==> config.mk <==
export PLATFORM = sky130hd
export DESIGN_NAME = uart_tx_param
export DESIGN_NICKNAME = d
export VERILOG_FILES = /design/src/rtl/uart_pkg.sv /design/src/rtl/uart_bit_timer.sv /design/src/rtl/uart_tx_param.sv
export SDC_FILE = /design/constraint.sdc
export NUM_CORES = 1
export LEC_CHECK = 0
export BUFFER_PORTS_ARGS = -buffer_cell sky130_fd_sc_hd__buf_2
export CAP_MARGIN = 25
export CORE_ASPECT_RATIO = 1.75
export CORE_MARGIN = 3
export CORE_UTILIZATION = 30
export CTS_CLUSTER_SIZE = 28
export DETAILED_ROUTE_END_ITERATION = 12
export PLACE_DENSITY = 0.46
export SLEW_MARGIN = 20
export SYNTH_ARGS = -nofsm -noshare
export SYNTH_HDL_FRONTEND = slang
export SYNTH_SLANG_ARGS = --single-unit
==> constraint.sdc <==
create_clock -name clk -period 2.2 [get_ports clk]
set_input_delay 0.33 -clock clk [delete_from_list [all_inputs] [get_ports clk]]
set_output_delay 0.33 -clock clk [all_outputs]
set_load 0.005 [all_outputs]
==> src/rtl/uart_pkg.sv <==
// Shared UART definitions: FSM state codes, parity and stop-bit modes,
// and a parity helper that only covers the configured number of data bits.
package uart_pkg;

    localparam logic [2:0] ST_IDLE   = 3'd0;
    localparam logic [2:0] ST_START  = 3'd1;
    localparam logic [2:0] ST_DATA   = 3'd2;
    localparam logic [2:0] ST_PARITY = 3'd3;
    localparam logic [2:0] ST_STOP   = 3'd4;

    localparam logic [2:0] PAR_NONE  = 3'd0;
    localparam logic [2:0] PAR_ODD   = 3'd1;
    localparam logic [2:0] PAR_EVEN  = 3'd2;
    localparam logic [2:0] PAR_MARK  = 3'd3;
    localparam logic [2:0] PAR_SPACE = 3'd4;

    localparam logic [1:0] STOP_1   = 2'd0;
    localparam logic [1:0] STOP_1P5 = 2'd1;
    localparam logic [1:0] STOP_2   = 2'd2;

    // Parity over the low nbits of data; bits above nbits never contribute.
    function automatic logic calc_parity(input logic [15:0] data,
                                         input logic [3:0]  nbits,
                                         input logic [2:0]  mode);
        logic x;
        x = 1'b0;
        for (int i = 0; i < 16; i++) begin
            if (i < int'(nbits)) x = x ^ data[i];
        end
        case (mode)
            PAR_ODD:  return ~x;
            PAR_EVEN: return x;
            PAR_MARK: return 1'b1;
            default:  return 1'b0;
        endcase
    endfunction

endpackage

==> src/rtl/uart_bit_timer.sv <==
// Counts sample_ticks up to a programmable terminal count and strobes
// bit_end on the tick that completes the period. restart holds it at zero.
module uart_bit_timer #(
    parameter int CNT_W = 5
) (
    input  logic             clk,
    input  logic             resetn,
    input  logic             sample_tick,
    input  logic             restart,
    input  logic [CNT_W-1:0] term_cnt,
    output logic             bit_end
);

    logic [CNT_W-1:0] cnt;

    assign bit_end = !restart && sample_tick && (cnt == term_cnt);

    // Tick counter: cleared on restart or at the end of each period.
    always_ff @(posedge clk or negedge resetn) begin
        // NOTE: state registers use non-blocking assignments so every flop
        // samples the pre-edge values regardless of statement order.
        if (!resetn) begin
            cnt <= '0;
        end else if (restart || bit_end) begin
            cnt <= '0;
        end else if (sample_tick) begin
            cnt <= cnt + 1'b1;
        end
    end

endmodule

==> src/rtl/uart_tx_param.sv <==
// Runtime-configurable UART transmitter: start, 5..DATA_W data bits LSB
// first, optional parity, 1/1.5/2 stop bits. Configuration is captured at
// word acceptance. Optional macro UART_TX_CTS_EN adds a cts_n flow-control
// input that gates s_ready.
module uart_tx_param #(
    parameter int DATA_W     = 9,
    parameter int OVERSAMPLE = 16
) (
    input  logic              clk,
    input  logic              resetn,
`ifdef UART_TX_CTS_EN
    input  logic              cts_n,
`endif
    input  logic              sample_tick,
    input  logic [3:0]        cfg_data_bits,
    input  logic [2:0]        cfg_parity,
    input  logic [1:0]        cfg_stop,
    input  logic              s_valid,
    input  logic [DATA_W-1:0] s_data,
    output logic              s_ready,
    output logic              busy,
    output logic              tx_done,
    output logic              tx
);

    import uart_pkg::*;

    localparam int CNT_W = $clog2(2 * OVERSAMPLE);
    localparam logic [CNT_W-1:0] TC_BIT  = CNT_W'(OVERSAMPLE - 1);
    localparam logic [CNT_W-1:0] TC_1P5  = CNT_W'((3 * OVERSAMPLE) / 2 - 1);
    localparam logic [CNT_W-1:0] TC_2    = CNT_W'(2 * OVERSAMPLE - 1);

    logic [2:0]        state;
    logic [DATA_W-1:0] shift_reg;
    logic [3:0]        bit_idx;
    logic [3:0]        n_bits;
    logic [2:0]        par_mode;
    logic              par_bit;
    logic [1:0]        stop_mode;
    logic              ready_q;
    logic              cts_ok;
    logic              handshake;
    logic              bit_end;
    logic [CNT_W-1:0]  term_cnt;

    logic [3:0]        cfg_bits_c;
    logic [2:0]        cfg_par_c;
    logic [1:0]        cfg_stop_c;
    logic [DATA_W-1:0] data_masked;

`ifdef UART_TX_CTS_EN
    logic cts_meta;
    logic cts_sync;

    // Two-flop synchroniser for the asynchronous clear-to-send input.
    always_ff @(posedge clk or negedge resetn) begin
        if (!resetn) begin
            cts_meta <= 1'b1;
            cts_sync <= 1'b1;
        end else begin
            cts_meta <= cts_n;
            cts_sync <= cts_meta;
        end
    end

    assign cts_ok = ~cts_sync;
`else
    assign cts_ok = 1'b1;
`endif

    assign s_ready   = ready_q && cts_ok;
    assign handshake = s_valid && s_ready;
    assign busy      = (state != ST_IDLE);

    // Clamp the live configuration and mask the word to the used bits.
    always_comb begin
        // NOTE: every combinational output gets a default first so no path
        // leaves it unassigned and a latch is never inferred.
        cfg_bits_c  = cfg_data_bits;
        cfg_par_c   = cfg_parity;
        cfg_stop_c  = cfg_stop;
        data_masked = '0;
        if (cfg_data_bits < 4'd5)               cfg_bits_c = 4'd5;
        else if (cfg_data_bits > 4'(DATA_W))    cfg_bits_c = 4'(DATA_W);
        if (cfg_parity > PAR_SPACE)             cfg_par_c  = PAR_NONE;
        if (cfg_stop == 2'd3)                   cfg_stop_c = STOP_2;
        for (int i = 0; i < DATA_W; i++) begin
            data_masked[i] = s_data[i] && (i < int'(cfg_bits_c));
        end
    end

    // Stop bits use a longer period; every other state is one bit period.
    always_comb begin
        term_cnt = TC_BIT;
        if (state == ST_STOP) begin
            case (stop_mode)
                STOP_1P5: term_cnt = TC_1P5;
                STOP_2:   term_cnt = TC_2;
                default:  term_cnt = TC_BIT;
            endcase
        end
    end

    uart_bit_timer #(
        .CNT_W (CNT_W)
    ) u_timer (
        .clk         (clk),
        .resetn      (resetn),
        .sample_tick (sample_tick),
        .restart     (state == ST_IDLE),
        .term_cnt    (term_cnt),
        .bit_end     (bit_end)
    );

    // Frame sequencer: tx is registered and always reflects the next bit.
    always_ff @(posedge clk or negedge resetn) begin
        if (!resetn) begin
            state     <= ST_IDLE;
            shift_reg <= '0;
            bit_idx   <= '0;
            n_bits    <= '0;
            par_mode  <= PAR_NONE;
            par_bit   <= 1'b0;
            stop_mode <= STOP_1;
            ready_q   <= 1'b0;
            tx_done   <= 1'b0;
            tx        <= 1'b1;
        end else begin
            tx_done <= 1'b0;
            case (state)
                ST_IDLE: begin
                    tx      <= 1'b1;
                    ready_q <= ~handshake;
                    if (handshake) begin
                        shift_reg <= data_masked;
                        n_bits    <= cfg_bits_c;
                        par_mode  <= cfg_par_c;
                        par_bit   <= calc_parity(16'(data_masked), cfg_bits_c, cfg_par_c);
                        stop_mode <= cfg_stop_c;
                        bit_idx   <= '0;
                        tx        <= 1'b0;
                        state     <= ST_START;
                    end
                end
                ST_START: begin
                    if (bit_end) begin
                        bit_idx <= '0;
                        tx      <= shift_reg[0];
                        state   <= ST_DATA;
                    end
                end
                ST_DATA: begin
                    if (bit_end) begin
                        if (bit_idx == n_bits - 4'd1) begin
                            if (par_mode != PAR_NONE) begin
                                tx    <= par_bit;
                                state <= ST_PARITY;
                            end else begin
                                tx    <= 1'b1;
                                state <= ST_STOP;
                            end
                        end else begin
                            shift_reg <= shift_reg >> 1;
                            tx        <= shift_reg[1];
                            bit_idx   <= bit_idx + 4'd1;
                        end
                    end
                end
                ST_PARITY: begin
                    if (bit_end) begin
                        tx    <= 1'b1;
                        state <= ST_STOP;
                    end
                end
                ST_STOP: begin
                    if (bit_end) begin
                        tx_done <= 1'b1;
                        state   <= ST_IDLE;
                    end
                end
                default: begin
                    tx    <= 1'b1;
                    state <= ST_IDLE;
                end
            endcase
        end
    end

endmodule

==> qor.log <==
[outcome] status finished, final reports clean
[finish] share of final-layout standard cells stronger than drive strength 1 25.8%
[logic_synthesis] Post-Synthesis Cell Area 1960 sq um
[critical_path] register-to-register setup slack 0.13 ns
[grt] pin count of the biggest net entering global routing 35
[finish] Antenna Cells 0
[logic_synthesis] share of the yosys chip area belonging to registers 43.5%
[critical_path] data arrival time at the worst-slack endpoint 2.23 ns
[finish] commonest non-fill, non-tap cells in the layout dfrtp_1 (33), buf_2 (26), o21ai_0 (24)
[die] Ports 26
[clock_tree] CTS root buf clkbuf_8
[clock_tree] clock transition at the registers of the reported paths 0.07 ns
[critical_path] cell type of the slowest stage on the worst timing path dfrtp_1
[sta] highest clock rate 484 MHz
[clock_tree] deepest clock path buffer count 2
[grt] GRT Residual Overflow 0
[detailed_routing] aggregate routed wire length 4730 um
[critical_path] cell count of the worst reg-to-reg path 9
[clock_tree] Inserted Clock Buffers 5
[die] floorplan die area 7580 sq um
[detailed_routing] first-iteration detailed-routing DRC count 52
[power] Power per Cell Area 1090 nW/um^2
[power] leakage power 1.06 nW
[critical_path] critical path class reg2reg
[sta] tightest slew margin relative to the limit 46.8%
[logic_synthesis] number of storage elements in the synthesis netlist 34
[placement] final weighted congestion in routability-driven placement 0.767
[die] initial core utilization 31.2%
[critical_path] r2r endpoint shift_reg[8]
[detailed_routing] Via density 4.93
[sta] # setup viols final 0
[critical_path] cells along the critical path inv_2 -> ha_4 -> nor4b_4 -> xnor2_1 -> nor4b_4 -> buf_6 -> nor2_4 -> a21oi_4 -> o32ai_2
[sta] worst clock skew 0.00543 ns
[grt] All-Layer GR Usage 13.5%
[finish] fin util 38.3%
[die] Die Span Y 113 um
[critical_path] origin of the worst setup path stop_mode[1]
[clock_tree] number of buffers inserted by hold repair at cts 0
[grt] initial antenna violation count 0
[logic_synthesis] number of nets produced by synthesis 232
[power] largest vdd supply drop 0.377 mV
[logic_synthesis] Yosys cell types 45
[sta] final count of pins violating max slew 0
[finish] Net count, final 270
[clock_tree] number of H-tree levels 2
[placement] port bufs 25
[logic_synthesis] Yosys warning count 0
[critical_path] Crit path buffers/inverters 2
[sta] measured slew at the worst slew-check pin 0.798 ns
[sta] Tmin final 2.07 ns
[logic_synthesis] synthesized instance count 206
[detailed_routing] count of unresolved DRC violations after routing 0
[clock_tree] TritonCTS clock tree done
[critical_path] worst setup path endpoint shift_reg[8]
[job] Max Cap Violations 0
[detailed_routing] total iterations of the first detailed-routing run 4
[grt] global-route wire length before repair 7710 um
[critical_path] endpoint required time on the critical path 2.36 ns
[grt] vias in the first global route 1612
[critical_path] Most Frequent Cell on Critical Path nor4b_4
[sta] final worst slack 0.133 ns
[critical_path] worst r2r src stop_mode[1]
[finish] growth of design area from synthesis to finish 22.7%
[die] Core ar. 6280 sq um
[sta] post-route clock period utilization 93.9%
[die] floorplan row count 38
[placement] post-placement worst setup slack -0.0453 ns
[critical_path] critical path fanouts, max 6
[sta] Hold Fails Final Rpt 0
[min_path] Hold Path Class in2async
[critical_path] slowest cell delay on critical path 0.39 ns
[sta] final worst hold slack 0.132 ns
[critical_path] endpoint kind of the worst setup timing path flop
[placement] Detailed Place HPWL 3570 um
[logic_synthesis] mean instance size in the synthesized netlist 9.51 sq um
[critical_path] startpoint type of the worst setup path flop
[critical_path] cell depth of the worst setup path 9
[detailed_routing] detail-routed net length per standard cell 14.6 um
[clock_tree] CTS sink count 34
[finish] most frequent standard cell in the layout excluding fill and tap cells dfrtp_1
[clock_tree] clk_lat worst skew 0.28 ns
[detailed_routing] total number of vias 1597
[die] Die Wd 67.1 um
[critical_path] cell family with most CP delay simple AND/OR/NAND/NOR gates
[finish] number of flip-flops under the largest register name 9
[detailed_routing] antenna-violating nets left 0
[sta] RSZ-0062 raised after global routing true
## stage by stage
step | std cells | cell area (sq um) | setup TNS, ns | power [W]
after global placement | 314 | 2230 | 0 | 0.00208
final | 324 | 2400 | 0 | 0.00262
after global routing | 324 | 2400 | -0.0153 | 0.00283
after detailed placement | 314 | 2230 | -0.182 | 0.00209
after CTS | 321 | 2310 | 0 | 0.00255
after floorplan | 206 | 1960 | 0 | 0.00174
## worst min-delay path by stage
stage | start | end | slack [ns] | cells after the start
2_1_floorplan | resetn | bit_idx[0] | 0.03 | 0
3_3_place_gp | resetn | tx_done | 0.47 | 1
3_5_place_dp | resetn | tx_done | 0.47 | 1
4_1_cts | resetn | shift_reg[0] | 0.16 | 1
5_1_grt | resetn | shift_reg[0] | 0.19 | 1
6_report | resetn | tx_done | 0.13 | 1
## Yosys cell counts (all sizes together)
| cell type | count | share of area, % |
|---|---|---|
| a21oi | 9 | 2.9 |
| mux2 | 2 | 1.1 |
| buf | 5 | 2.0 |
| clkbuf | 3 | 0.57 |
| nand4 | 1 | 0.32 |
| xnor2 | 12 | 5.4 |
| dfstp | 1 | 1.3 |
| and3 | 3 | 0.96 |
| or2 | 1 | 0.32 |
| o41ai | 1 | 0.45 |
| and2 | 2 | 0.64 |
| o32ai | 1 | 0.45 |
| o21ai | 27 | 6.9 |
| dfrtp | 33 | 42 |
| xor3 | 1 | 1.2 |
| a2bb2oi | 8 | 3.6 |
| o311a | 1 | 0.51 |
| nor2b | 1 | 0.32 |
| inv | 9 | 1.7 |
| o2bb2ai | 1 | 0.45 |
| o22ai | 5 | 1.6 |
| o211ai | 1 | 0.38 |
| and4bb | 1 | 0.64 |
| o221ai | 1 | 0.45 |
| nand3 | 5 | 1.3 |
| nor2 | 16 | 3.4 |
| nor4b | 2 | 1.7 |
| xor2 | 5 | 2.2 |
| nand2b | 3 | 0.96 |
| mux2i | 2 | 1.0 |
| ha | 4 | 2.6 |
| o21a | 3 | 1.1 |
| nand2 | 25 | 4.8 |
| nor3 | 5 | 1.5 |
| nand3b | 1 | 0.38 |
| o31ai | 3 | 1.1 |
| xnor3 | 1 | 1.1 |
| or3 | 1 | 0.32 |
## per-layer routing
metal	wire length, um	up-vias	GRT usage, %
li1	-	801	-
met1	1820	756	15.1
met2	2620	32	23.9
met3	150	8	2.68
met4	136	0	6.10
met5	0	-	0
## cell type report
class / count / area [sq um]
clock buffers: 7 / 76.3
fillers: 674 / 3870
inverters: 9 / 33.8
multi-input cells: 156 / 1110
flip-flops and latches: 34 / 852
well taps: 80 / 100
repair buffers: 38 / 236
## timing repair
action | CTS | global route
setup buffers | 0 | 1
setup endpoints to repair | 9 | 10
gates cloned | 0 | 2
pin swaps | 0 | 5
gates resized for setup | 1 | 15
## where the power goes
part,total [W],switching (W),internal (W)
clock,0.000441,0.000223,0.000218
sequential,0.00103,0.000176,0.000854
combinational,0.00115,0.000565,0.000584
total,0.00262,0.000964,0.00166
## cell families (layout without fill, tap and decap cells)
family | Yosys count | in the layout | share of synthesized area (%)
simple gates | 67 | 67 | 17.6
compound gates | 61 | 62 | 19.9
flops | 34 | 34 | 43.5
xor+xnor | 19 | 19 | 9.96
buf+inv | 17 | 54 | 4.34
fa+ha+maj | 4 | 4 | 2.55
mux | 4 | 4 | 2.17
No activity file was read; power rests on OpenSTA's default activity.
